**src/rtl/instr_mem_loader.sv**
```systemverilog
`default_nettype none
// ============================================================================
// Module   : instr_mem_loader
// Purpose  : Byte-serial loader for the instruction memory write port.
//            Collects a valid/ready byte stream, packs every four bytes
//            big-endian (first byte -> bits [31:24]) and issues one word
//            write per instruction at sequential word addresses from 0.
//            A finish request flushes a partial word (low lanes zero-padded)
//            and ends the load; the load also ends when DEPTH words exist.
// Ports    : clk          - clock, all state on rising edge
//            reset        - asynchronous active-high reset
//            start        - begins a load at word 0 (IDLE / DONE only)
//            byteIn       - stream byte
//            byteValid    - byteIn is valid
//            byteReady    - loader accepts a byte this cycle
//            finish       - end of stream, flushes any partial word
//            writeEnable  - one-cycle write strobe to instruction memory
//            writeAddr    - byte address of the written word
//            writeData    - packed instruction word
//            wordCount    - words written in the current/last load
//            busy         - loader in COLLECT or WRITE
//            done         - load complete, held until start/reset
// Revision : 1.0 - initial release
// ============================================================================
module instr_mem_loader #(
  parameter int DEPTH = 64
) (
  input  logic                     clk,
  input  logic                     reset,
  input  logic                     start,
  input  logic [7:0]               byteIn,
  input  logic                     byteValid,
  output logic                     byteReady,
  input  logic                     finish,
  output logic                     writeEnable,
  output logic [31:0]              writeAddr,
  output logic [31:0]              writeData,
  output logic [$clog2(DEPTH):0]   wordCount,
  output logic                     busy,
  output logic                     done
);

  localparam int c_aw = $clog2(DEPTH);
  localparam int c_cw = c_aw + 1;
  localparam logic [c_cw-1:0] c_last_word = c_cw'(DEPTH - 1);

  typedef enum logic [1:0] {
    S_IDLE    = 2'd0,
    S_COLLECT = 2'd1,
    S_WRITE   = 2'd2,
    S_DONE    = 2'd3
  } state_t;

  state_t            r_state;
  logic [1:0]        r_byte_idx;
  logic [31:0]       r_asm;
  logic              r_finish_pend;
  logic [c_cw-1:0]   r_word_count;
  logic [31:0]       r_write_addr;
  logic [31:0]       r_write_data;

  logic              w_xfer;
  logic              w_have_bytes;
  logic [31:0]       w_asm_next;
  logic [31:0]       w_addr;

  // byteReady is decoded from state, so in COLLECT a valid byte is a transfer.
  assign w_xfer       = (r_state == S_COLLECT) && byteValid;
  // A byte arriving with finish counts towards the partial word.
  assign w_have_bytes = w_xfer || (r_byte_idx != 2'd0);
  // The word index never reaches DEPTH while collecting, so the low bits suffice.
  assign w_addr       = {{(32-c_aw-2){1'b0}}, r_word_count[c_aw-1:0], 2'b00};

  // Merge the incoming byte into its lane; lane 0 is the most significant.
  always_comb begin
    w_asm_next = r_asm;
    if (w_xfer) begin
      case (r_byte_idx)
        2'd0:    w_asm_next[31:24] = byteIn;
        2'd1:    w_asm_next[23:16] = byteIn;
        2'd2:    w_asm_next[15:8]  = byteIn;
        default: w_asm_next[7:0]   = byteIn;
      endcase
    end
  end

  always_ff @(posedge clk or posedge reset) begin
    if (reset) begin
      r_state       <= S_IDLE;
      r_byte_idx    <= 2'd0;
      r_asm         <= 32'd0;
      r_finish_pend <= 1'b0;
      r_word_count  <= '0;
      r_write_addr  <= 32'd0;
      r_write_data  <= 32'd0;
    end else begin
      case (r_state)
        S_IDLE, S_DONE: begin
          if (start) begin
            r_state       <= S_COLLECT;
            r_byte_idx    <= 2'd0;
            r_asm         <= 32'd0;
            r_finish_pend <= 1'b0;
            r_word_count  <= '0;
          end
        end

        S_COLLECT: begin
          if (w_xfer) begin
            r_asm      <= w_asm_next;
            r_byte_idx <= r_byte_idx + 2'd1;
          end
          if (w_xfer && (r_byte_idx == 2'd3)) begin
            r_state       <= S_WRITE;
            r_finish_pend <= finish;
            r_write_addr  <= w_addr;
            r_write_data  <= w_asm_next;
          end else if (finish) begin
            if (w_have_bytes) begin
              // Partial word: unfilled low lanes are still zero from the clear.
              r_state       <= S_WRITE;
              r_finish_pend <= 1'b1;
              r_write_addr  <= w_addr;
              r_write_data  <= w_asm_next;
            end else begin
              r_state <= S_DONE;
            end
          end
        end

        S_WRITE: begin
          r_word_count  <= r_word_count + c_cw'(1);
          r_byte_idx    <= 2'd0;
          r_asm         <= 32'd0;
          r_finish_pend <= 1'b0;
          if (r_finish_pend || (r_word_count == c_last_word)) begin
            r_state <= S_DONE;
          end else begin
            r_state <= S_COLLECT;
          end
        end

        default: r_state <= S_IDLE;
      endcase
    end
  end

  assign byteReady   = (r_state == S_COLLECT);
  assign writeEnable = (r_state == S_WRITE);
  assign busy        = (r_state == S_COLLECT) || (r_state == S_WRITE);
  assign done        = (r_state == S_DONE);
  assign writeAddr   = r_write_addr;
  assign writeData   = r_write_data;
  assign wordCount   = r_word_count;

endmodule
`default_nettype wire

```
**config.mk**
```make
export PLATFORM = sky130hd
export DESIGN_NAME = instr_mem_loader
export DESIGN_NICKNAME = d
export VERILOG_FILES = /design/src/rtl/instr_mem_loader.sv
export SDC_FILE = /design/constraint.sdc
export NUM_CORES = 1
export LEC_CHECK = 0
export BUFFER_PORTS_ARGS = -buffer_cell sky130_fd_sc_hd__clkbuf_2
export CORE_MARGIN = 3
export CORE_UTILIZATION = 35
export CTS_CLUSTER_SIZE = 28
export DETAILED_ROUTE_END_ITERATION = 16
export MAX_ROUTING_LAYER = met4
export PLACE_DENSITY = 0.66
export RECOVER_POWER = 50
export SKIP_LAST_GASP = 1
export SLEW_MARGIN = 25
export SYNTH_ARGS = -nofsm -noshare
export SYNTH_HDL_FRONTEND = slang
export SYNTH_SLANG_ARGS = --single-unit
export TNS_END_PERCENT = 50
```
**constraint.sdc**
```tcl
create_clock -name clk -period 3.4 [get_ports clk]
set_input_delay 0.51 -clock clk [delete_from_list [all_inputs] [get_ports clk]]
set_output_delay 0.51 -clock clk [all_outputs]
set_load 0.005 [all_outputs]
```
==> reports/qor.csv, run 1 <==
stage;metric;value;unit
run_status;status;complete, but fails checks;
run_status;violations;max-capacitance violations, max-slew violations;
yosys;synth_top_area_cell;dfrtp_1;
pwr;irDropWorstVdd;0.000265;V
critical_path;cp-end-kind;asynchronous set/reset pin;
cells_and_area;stdcell_count;545;
critical_path;critPathSlowestCell;inv_1;
sta;setup_tns;0;ns
sta;worst_pin_slew;2.14;ns
pwr;seqPwrFrac;40.3;%
yosys;synth_seq_area_share;52.8;%
yosys;synth-async-reset-ratio;100;%
min_path;holdPathStages;2;
place;dp.cells;528;
cells_and_area;drive_gt1_share;16.6;%
sta;final.period_utilization;70.1;%
yosys;synth.most_common_cell;dfrtp_1;
place;port_buffers;61;
die;pin_count;88;
pwr;intPower;0.00213;W
cells_and_area;final_net_count;425;
critical_path;crit_type;primary input to asynchronous set/reset pin;
die;die_w;111;µm
cts;cts_num_sinks;82;
drt;ant_nets;0;
yosys;synth_top_area_share;52.8;%
yosys;yosys_most_used_dff;dfrtp_1;
sta;finalHoldViolations;0;
die;num_rows;37;
cts;cts_setup_buffers;0;
yosys;synth_warnings;0;
sta;finalClockSkew;0.00658;ns
cts;cts_resized;0;
critical_path;worstPathRequired;3.80;ns
sta;finalSetupViolCount;0;
cts;cts_buffers;9;
pwr;leakagePower;2.34;nW
cells_and_area;nFillCells;1014;
critical_path;worstPathMaxFanout;60;
min_path;hold_path_class;flop to flop;
grt;antenna_found_initial;0;
pwr;pwr-share-clk;26.0;%
cells_and_area;area_growth;13.7;%
yosys;netlist_area;3890;µm²
sta;report.final.slew_viol_count;61;
yosys;synth_edf_count;0;
cts;cts_tree;built;
cts;cts_buffer_depth;2;
critical_path;timing.rr.end;r_asm[27]$_DFFE_PP0P_;
min_path;hp-start;writeData[3]$_DFFE_PP0P_;
pwr;p_per_area;749;nW/µm²
grt;grt_max_degree;61;
grt;grtUsageTotal;14.1;%
sta;slew_headroom;-42.9;%
die;core_area;10600;µm²
drt;viasPerCell;4.92;
cts;clkTransAtPathRegs;0.08;ns
cts;cts_root_buffer;clkbuf_8;
yosys;syn_avg_cell_area;11.1;µm²
drt;drc_errors;0;
drt;drtPass1Iterations;4;
critical_path;r2r-start;r_state[1]$_DFFE_PP0P_;
yosys;yosys-top-cells-area;dfrtp_1 53%, mux2i_1 8.8%, a22o_1 7.2%;
critical_path;cp.arrival;2.78;ns
pwr;p_sw;0.00118;W
yosys;ys_types;37;
pwr;combPwrFrac;33.6;%
cts;h-tree-depth;3;
critical_path;worstPathCellList;clkbuf_2, inv_1, clkbuf_1;
critical_path;rrSetupSlack;1.07;ns
drt;via_count;2680;
critical_path;start_kind;primary input;
critical_path;slowest_delay;1.50;ns
drt;drt-initial-drc-count;191;
place;hpwl;6010;µm
sta;fmax;420;MHz
cts;holdBufCountCts;0;
die;die_y;111;µm
sta;min_period;2.38;ns
sta;rsz0062_at_grt;false;
drt;wirelength;8410;µm
critical_path;cp-startpoint;reset;
yosys;netlist_instances;351;
pwr;power_switching_share;35.8;%
yosys;yosys-top-cells-count;82 x dfrtp_1, 45 x nand2_1, 37 x o21ai_0;
die;dieArea;12400;µm²
yosys;synth_seq_cells;82;
grt;gr-total-overflow;0;
critical_path;r2r_cells;5;
flow_run;drv_cap;1;
grt;grt_pass1_vias;2639;
drt;wire_per_inst;15.4;µm
die;start_util;36.8;%
place;place_congestion;0.824;
cells_and_area;diodes;0;
grt;grt_pass1_wl;13700;µm
cts;clk_latency;0.35;ns
min_path;hold_end;writeData[3]$_DFFE_PP0P_;
## per-stage QoR
step	util [%]	power [W]	area, µm²	worst slack [ns]	hold slack [ns]
floorplan	-	0.00214	3980	0.782	0.438
global placement	39.6	0.00242	4180	1.15	0.459
detailed placement	39.6	0.00246	4180	1.09	0.473
CTS	42.0	0.00333	4430	1.08	0.367
global route	41.9	0.00353	4420	0.461	0.517
finish	41.9	0.00331	4420	1.02	0.482
## layer usage
layer / share of wire, % / routed length [µm] / up-vias / track usage [%]
li1: - / - / 1288 / -
met1: 48 / 4040 / 1303 / 19.3
met2: 47 / 3960 / 83 / 20.7
met3: 3.8 / 318 / 6 / 2.50
met4: 1.0 / 87 / 0 / 5.84
met5: 0 / 0 / - / -
## cell type report
class	count	area, µm²	area share [%]
repair buffers	65	324	7.33
clock inverters	4	98.8	2.23
flip-flops and latches	82	2050	46.4
inverters	7	26.3	0.594
clock buffers	12	145	3.28
multi-input cells	239	1610	36.3
well taps	136	170	3.85
## worst max-delay path, delay by kind of cell
family | cells | cell delay (ns)
buffers and inverters | 3 | 2.24
## flip-flops by register name, summed over array words and instances (netlist names)
register / cells
r_byte_idx: 2
r_state: 2
writeData: 32
r_asm: 32
wordCount: 7
writeAddr: 6
r_finish_pend: 1
## cells by family after synthesis
group,synth area share [%]
AOI/OAI and AO/OA,15.6
DFF,52.8
and+or+nand+nor,9.75
buffers and inverters,8.53
muxes,10.5
adders and majority gates,2.57
other,0.0964
xor gates and xnor gates,0.225
## worst max-delay path by stage
stage                                endpoint  depth (start not counted)
finish              writeData[22]$_DFFE_PP0P_                          3
global route        writeData[22]$_DFFE_PP0P_                          3
CTS                     r_asm[25]$_DFFE_PP0P_                          5
detailed placement   writeData[7]$_DFFE_PP0P_                          5
global placement     writeData[0]$_DFFE_PP0P_                          5
floorplan                r_asm[0]$_DFFE_PP0P_                          1
## power by group through the flow
stage	clock network (W)	logic, W	registers, W
2_1_floorplan	0	0.000806	0.00133
3_3_place_gp	0	0.00107	0.00135
3_5_place_dp	0	0.00111	0.00136
4_1_cts	0.000876	0.00111	0.00134
5_1_grt	0.000915	0.00125	0.00137
6_report	0.000863	0.00111	0.00134
## cell usage in the layout, fill, tap and decap left out, types with 2 or more instances in the layout
master,count
nand3_1,4
dfrtp_1,82
o21ai_0,37
nor2_1,7
inv_1,7
bufinv_16,3
o21ai_2,3
a21oi_1,2
nand4_1,2
nand2b_1,2
a32o_1,3
mux2_1,6
clkbuf_2,42
nand2_4,2
nor3_1,5
conb_1,26
nor4b_1,2
clkbuf_8,10
a21o_1,2
a22o_1,32
and2_1,2
ha_1,8
mux2i_1,34
nor2_4,3
nand2_1,45
clkbuf_1,23
(Power assumes the default switching activity.)
==> run 2, diff against run 1 <==
==> constraint.sdc (replaced) <==
create_clock -name clk -period 2.3 [get_ports clk]
set_input_delay 0.345 -clock clk [delete_from_list [all_inputs] [get_ports clk]]
set_output_delay 0.345 -clock clk [all_outputs]
set_load 0.005 [all_outputs]
==> reports/qor.csv, run 2 (synthesis results as in run 1) <==
stage;metric;value;unit;change
drt;via_count;2690;;+0.37%
cells_and_area;final_cell_mix;82 x dfrtp_1, 48 x clkbuf_2, 45 x nand2_1;;
cts;cts_tree;built;;
pwr;combPwrFrac;35.3;%;+1.7 points
place;place_congestion;0.881;;+6.8%
grt;grt_pass1_wl;13900;µm;+1.8%
cts;holdBufCountCts;0;;unchanged
cells_and_area;final_common_cell;dfrtp_1;;
sta;fmax;501;MHz;
pwr;leakagePower;2.33;nW;-0.44%
sta;rsz0062_at_grt;false;;
cts;h-tree-depth;3;;unchanged
sta;setup_tns;0;ns;unchanged
cts;cts_buffers;9;;unchanged
grt;antenna_found_initial;0;;unchanged
sta;finalSetupViolCount;0;;unchanged
run_status;status;complete, but fails checks;;
cells_and_area;final_net_count;426;;+0.24%
drt;ant_nets;0;;unchanged
die;start_util;36.8;%;unchanged
critical_path;worstPathMaxFanout;9;;-85%
die;die_y;111;µm;unchanged
critical_path;cp.arrival;2.28;ns;-0.50 ns
place;port_buffers;61;;unchanged
pwr;power_switching_share;39.7;%;+3.9 points
grt;grt_max_degree;83;;+36%
pwr;seqPwrFrac;42.5;%;+2.2 points
run_status;violations;max-capacitance violations, max-slew violations;;
cts;clkTransAtPathRegs;0.10;ns;+0.02 ns
sta;worst_pin_slew;1.76;ns;-0.379 ns
drt;wire_per_inst;15.5;µm;+0.34%
cts;cts_root_buffer;clkbuf_8;;
critical_path;cp-end-kind;flop;;
sta;min_period;1.99;ns;
critical_path;worstPathRequired;2.59;ns;-1.21 ns
die;dieArea;12400;µm²;unchanged
cells_and_area;area_growth;12.6;%;
cells_and_area;drive_gt1_share;19.5;%;+2.9 points
pwr;intPower;0.00281;W;+32%
drt;drtPass1Iterations;4;;unchanged
flow_run;drv_cap;1;;unchanged
die;num_rows;37;;unchanged
pwr;p_total;0.00465;W;+40%
drt;drt-initial-drc-count;120;;-37%
drt;viasPerCell;4.93;;+0.19%
drt;wirelength;8450;µm;+0.52%
place;hpwl;5940;µm;-1.2%
grt;grt_pass1_vias;2725;;+3.3%
grt;grtUsageTotal;14.3;%;+0.25 points
pwr;p_per_area;1060;nW/µm²;+42%
sta;finalHoldViolations;0;;unchanged
cts;cts_resized;0;;unchanged
grt;gr-total-overflow;0;;unchanged
critical_path;crit_type;flop to flop;;
cells_and_area;nFillCells;1034;;+2.0%
drt;drc_errors;0;;unchanged
pwr;p_sw;0.00184;W;+56%
cts;cts_num_sinks;82;;unchanged
die;core_area;10600;µm²;unchanged
cts;clk_latency;0.37;ns;+0.02 ns
sta;slew_headroom;-17.5;%;+25 points
die;pin_count;88;;unchanged
min_path;hold_path_class;primary input to flop;;
cts;cts_setup_buffers;0;;unchanged
cts;cts_buffer_depth;2;;unchanged
pwr;pwr-share-clk;22.2;%;-3.8 points
pwr;irDropWorstVdd;0.000457;V;+73%
cells_and_area;diodes;0;;unchanged
sta;finalClockSkew;0.0182;ns;+0.0116 ns
sta;final.period_utilization;86.7;%;
critical_path;start_kind;flop;;
sta;report.final.slew_viol_count;83;;+36%
die;die_w;111;µm;unchanged
run 2: cell count changes in the layout (fill, tap and decap cells not counted), sizes merged:
| cell | before | now |
|---|---|---|
| clkinvlp | 0 | 3 |
| clkbuf | 75 | 70 |
| buf | 2 | 5 |
| bufinv | 3 | 0 |
| inv | 7 | 10 |
run 2: final cells by class:
cell class,instances,area (µm²),share of cell area (%)
inverter,7,30.0,0.686
sequential,82,2050,46.9
clock buffer,9,124,2.83
tap,136,170,3.89
timing repair buffer,66,324,7.40
multi-input combinational,239,1610,36.7
clock inverter,7,71.3,1.63
run 2: power by group through the flow:
stage,registers (W),logic [W],clock network [W]
detailed placement,0.00200,0.00168,0
finish,0.00197,0.00164,0.00103
global placement,0.00199,0.00162,0
CTS,0.00198,0.00168,0.00106
floorplan,0.00197,0.00119,0
global route,0.00202,0.00185,0.00113
run 2: through the flow:
step / instances / instance area (µm²) / utilization [%] / setup WS [ns] / hold slack, ns
2_1_floorplan: 376 / 3990 / - / 0.652 / 0.438
3_3_place_gp: 530 / 4210 / 39.9 / 0.456 / 0.458
3_5_place_dp: 530 / 4210 / 39.9 / 0.332 / 0.470
4_1_cts: 546 / 4410 / 41.8 / 0.305 / 0.0909
5_1_grt: 546 / 4380 / 41.5 / 0.0712 / 0.338
6_report: 546 / 4380 / 41.5 / 0.306 / 0.336
run 2: critical path, cell delays in order, from the launching register on:
cell,delay (ns)
dfrtp_1,0.43
inv_1,0.10
ha_1,0.26
nand3_1,0.44
nor2_1,0.47
a22o_1,0.22
run 2: final timing paths:
path                                              to                      start  slack [ns]  cells after the start
hold reg to reg                r_asm[30]$_DFFE_PP0P_      r_asm[30]$_DFFE_PP0P_        0.48                      2
max in group asynchronous      r_asm[23]$_DFFE_PP0P_                      reset        0.64                      3
setup reg to reg               r_asm[29]$_DFFE_PP0P_  r_byte_idx[0]$_DFFE_PP0P_        0.31                      5
min in group asynchronous   writeData[6]$_DFFE_PP0P_                      reset        0.63                      3
hold / removal             r_finish_pend$_DFFE_PP0P_                     finish        0.34                      2
setup / recovery               r_asm[29]$_DFFE_PP0P_  r_byte_idx[0]$_DFFE_PP0P_        0.31                      5
run 2: layer usage:
metal,wire (µm),global-route usage (%),share of wire [%],vias up
li1,-,-,-,1282
met1,3770,18.1,45,1298
met2,3960,21.7,47,94
met3,513,3.91,6.1,16
met4,208,6.16,2.5,0
met5,0,-,0,-
==> run 3, diff against run 2 <==
--- a/config.mk
+++ b/config.mk
@@ -11,7 +11,7 @@
 export CTS_CLUSTER_SIZE = 28
 export DETAILED_ROUTE_END_ITERATION = 16
 export MAX_ROUTING_LAYER = met4
-export PLACE_DENSITY = 0.66
+export PLACE_DENSITY = 0.56
 export RECOVER_POWER = 50
 export SKIP_LAST_GASP = 1
 export SLEW_MARGIN = 25
==> reports/qor.csv, run 3 (synthesis results as in run 1) <==
stage;metric;value;unit;change
sta;slew_headroom;-18.7;%;-1.2 points
sta;report.final.slew_viol_count;83;;unchanged
sta;setup_tns;0;ns;unchanged
pwr;leakagePower;2.36;nW;+1.2%
cts;cts_root_buffer;clkbuf_8;;
cts;cts_buffer_depth;2;;unchanged
sta;worst_pin_slew;1.78;ns;+0.0185 ns
cts;cts_setup_buffers;0;;unchanged
cells_and_area;drive_gt1_share;20.4;%;+0.93 points
cells_and_area;stdcell_count;547;;+0.18%
cts;clkTransAtPathRegs;0.08;ns;-0.02 ns
drt;wirelength;8410;µm;-0.52%
die;die_y;111;µm;unchanged
cells_and_area;final_common_cell;dfrtp_1;;
place;port_buffers;61;;unchanged
cells_and_area;nFillCells;1043;;+0.87%
cells_and_area;fin_util;41.8;%;+0.36 points
grt;grt_pass1_wl;14000;µm;+0.55%
critical_path;worstPathRequired;2.54;ns;-0.05 ns
sta;final.period_utilization;85.1;%;-1.6 points
sta;finalClockSkew;0.0104;ns;-0.00781 ns
sta;finalHoldViolations;0;;unchanged
die;dieArea;12400;µm²;unchanged
cts;holdBufCountCts;0;;unchanged
grt;grtUsageTotal;14.2;%;-0.098 points
cts;clk_latency;0.35;ns;-0.02 ns
drt;drt-initial-drc-count;122;;+1.7%
place;place_congestion;0.817;;-7.2%
grt;grt_pass1_vias;2662;;-2.3%
grt;grt_max_degree;83;;unchanged
cells_and_area;final_cell_mix;82 x dfrtp_1, 51 x clkbuf_2, 45 x nand2_1;;
critical_path;worstPathMaxFanout;10;;+1
sta;rsz0062_at_grt;false;;
cells_and_area;area_growth;13.5;%;
cells_and_area;diodes;0;;unchanged
critical_path;cp.arrival;2.19;ns;-0.09 ns
drt;viasPerCell;4.80;;-2.6%
grt;gr-total-overflow;0;;unchanged
critical_path;crit_type;flop to flop;;
critical_path;cp-end-kind;flop;;
die;num_rows;37;;unchanged
critical_path;slowest_delay;0.51;ns;+0.04 ns
critical_path;critPathSlowestCell;and2b_1;;
drt;wire_per_inst;15.4;µm;-0.70%
run_status;status;complete, but fails checks;;
die;die_w;111;µm;unchanged
drt;ant_nets;0;;unchanged
run_status;violations;max-capacitance violations, max-slew violations;;
flow_run;drv_cap;1;;unchanged
die;pin_count;88;;unchanged
cts;cts_resized;0;;unchanged
pwr;irDropWorstVdd;0.000345;V;-25%
cells_and_area;final_net_count;427;;+0.23%
die;start_util;36.8;%;unchanged
pwr;p_per_area;1070;nW/µm²;+1.0%
grt;antenna_found_initial;0;;unchanged
drt;via_count;2625;;-2.4%
drt;drc_errors;0;;unchanged
sta;min_period;1.96;ns;-0.0376 ns
drt;drtPass1Iterations;4;;unchanged
min_path;hold_path_class;primary input to flop;;
place;dp.cells;531;;+0.19%
critical_path;start_kind;flop;;
place;hpwl;5760;µm;-2.9%
cts;cts_tree;built;;
cells_and_area;multiInputGateArea;1610;µm²;unchanged
cts;cts_buffers;9;;unchanged
cts;h-tree-depth;3;;unchanged
cts;cts_num_sinks;82;;unchanged
sta;fmax;511;MHz;+1.9%
critical_path;worstPathCellList;inv_1, ha_1, and2b_1, nor2_1, a22o_1;;
die;core_area;10600;µm²;unchanged
cells_and_area;regArea;2050;µm²;unchanged
sta;finalSetupViolCount;0;;unchanged
==> run 3: path summary, 6_finish.rpt <==
check	startpoint	slack, ns	to	depth (start not counted)
setup / recovery	r_state[0]$_DFFE_PP0P_	0.34	r_asm[29]$_DFFE_PP0P_	5
hold / removal	finish	0.35	r_finish_pend$_DFFE_PP0P_	2
setup reg to reg	r_state[0]$_DFFE_PP0P_	0.34	r_asm[29]$_DFFE_PP0P_	5
hold reg to reg	r_asm[30]$_DFFE_PP0P_	0.47	r_asm[30]$_DFFE_PP0P_	2
max in group asynchronous	reset	0.60	writeData[16]$_DFFE_PP0P_	3
min in group asynchronous	reset	0.66	writeData[24]$_DFFE_PP0P_	3
==> run 3: area by class of cell <==
class                   instances  area share, %
clock inverters                 6           1.62
multi-input cells             239           36.4
inverters                       7          0.680
flip-flops and latches         82           46.5
well taps                     136           3.85
repair buffers                 67           7.88
clock buffers                  10           3.12
==> run 3: power by group <==
part | switching, W | internal, W | leakage, nW
clock | 0.000555 | 0.000541 | 0.0995
sequential | 0.000205 | 0.00176 | 1.12
combinational | 0.00102 | 0.000655 | 1.14
==> run 3: layer usage <==
| metal | track usage [%] | routed length, µm |
|---|---|---|
| met5 | - | 0 |
| met4 | 5.11 | 108 |
| met3 | 2.23 | 353 |
| met1 | 18.8 | 3940 |
| met2 | 22.4 | 4000 |
==> run 3: metrics by stage <==
stage | total power [W] | setup WS [ns] | cell area, µm² | hold slack (ns)
6_report | 0.00474 | 0.343 | 4420 | 0.346
5_1_grt | 0.00511 | 0.148 | 4420 | 0.350
4_1_cts | 0.00482 | 0.356 | 4440 | 0.111
3_5_place_dp | 0.00371 | 0.362 | 4230 | 0.456
3_3_place_gp | 0.00367 | 0.444 | 4230 | 0.455
2_1_floorplan | 0.00316 | 0.652 | 3990 | 0.438
==> run 3: critical path, delay by kind of cell (launching register included) <==
kind / cells / cell delay (ns)
adder cells (fa/ha/maj): 1 / 0.38
flip-flops: 1 / 0.38
buffers and inverters: 1 / 0.07
AO/OA/AOI/OAI: 1 / 0.28
AND/OR/NAND/NOR: 2 / 0.74
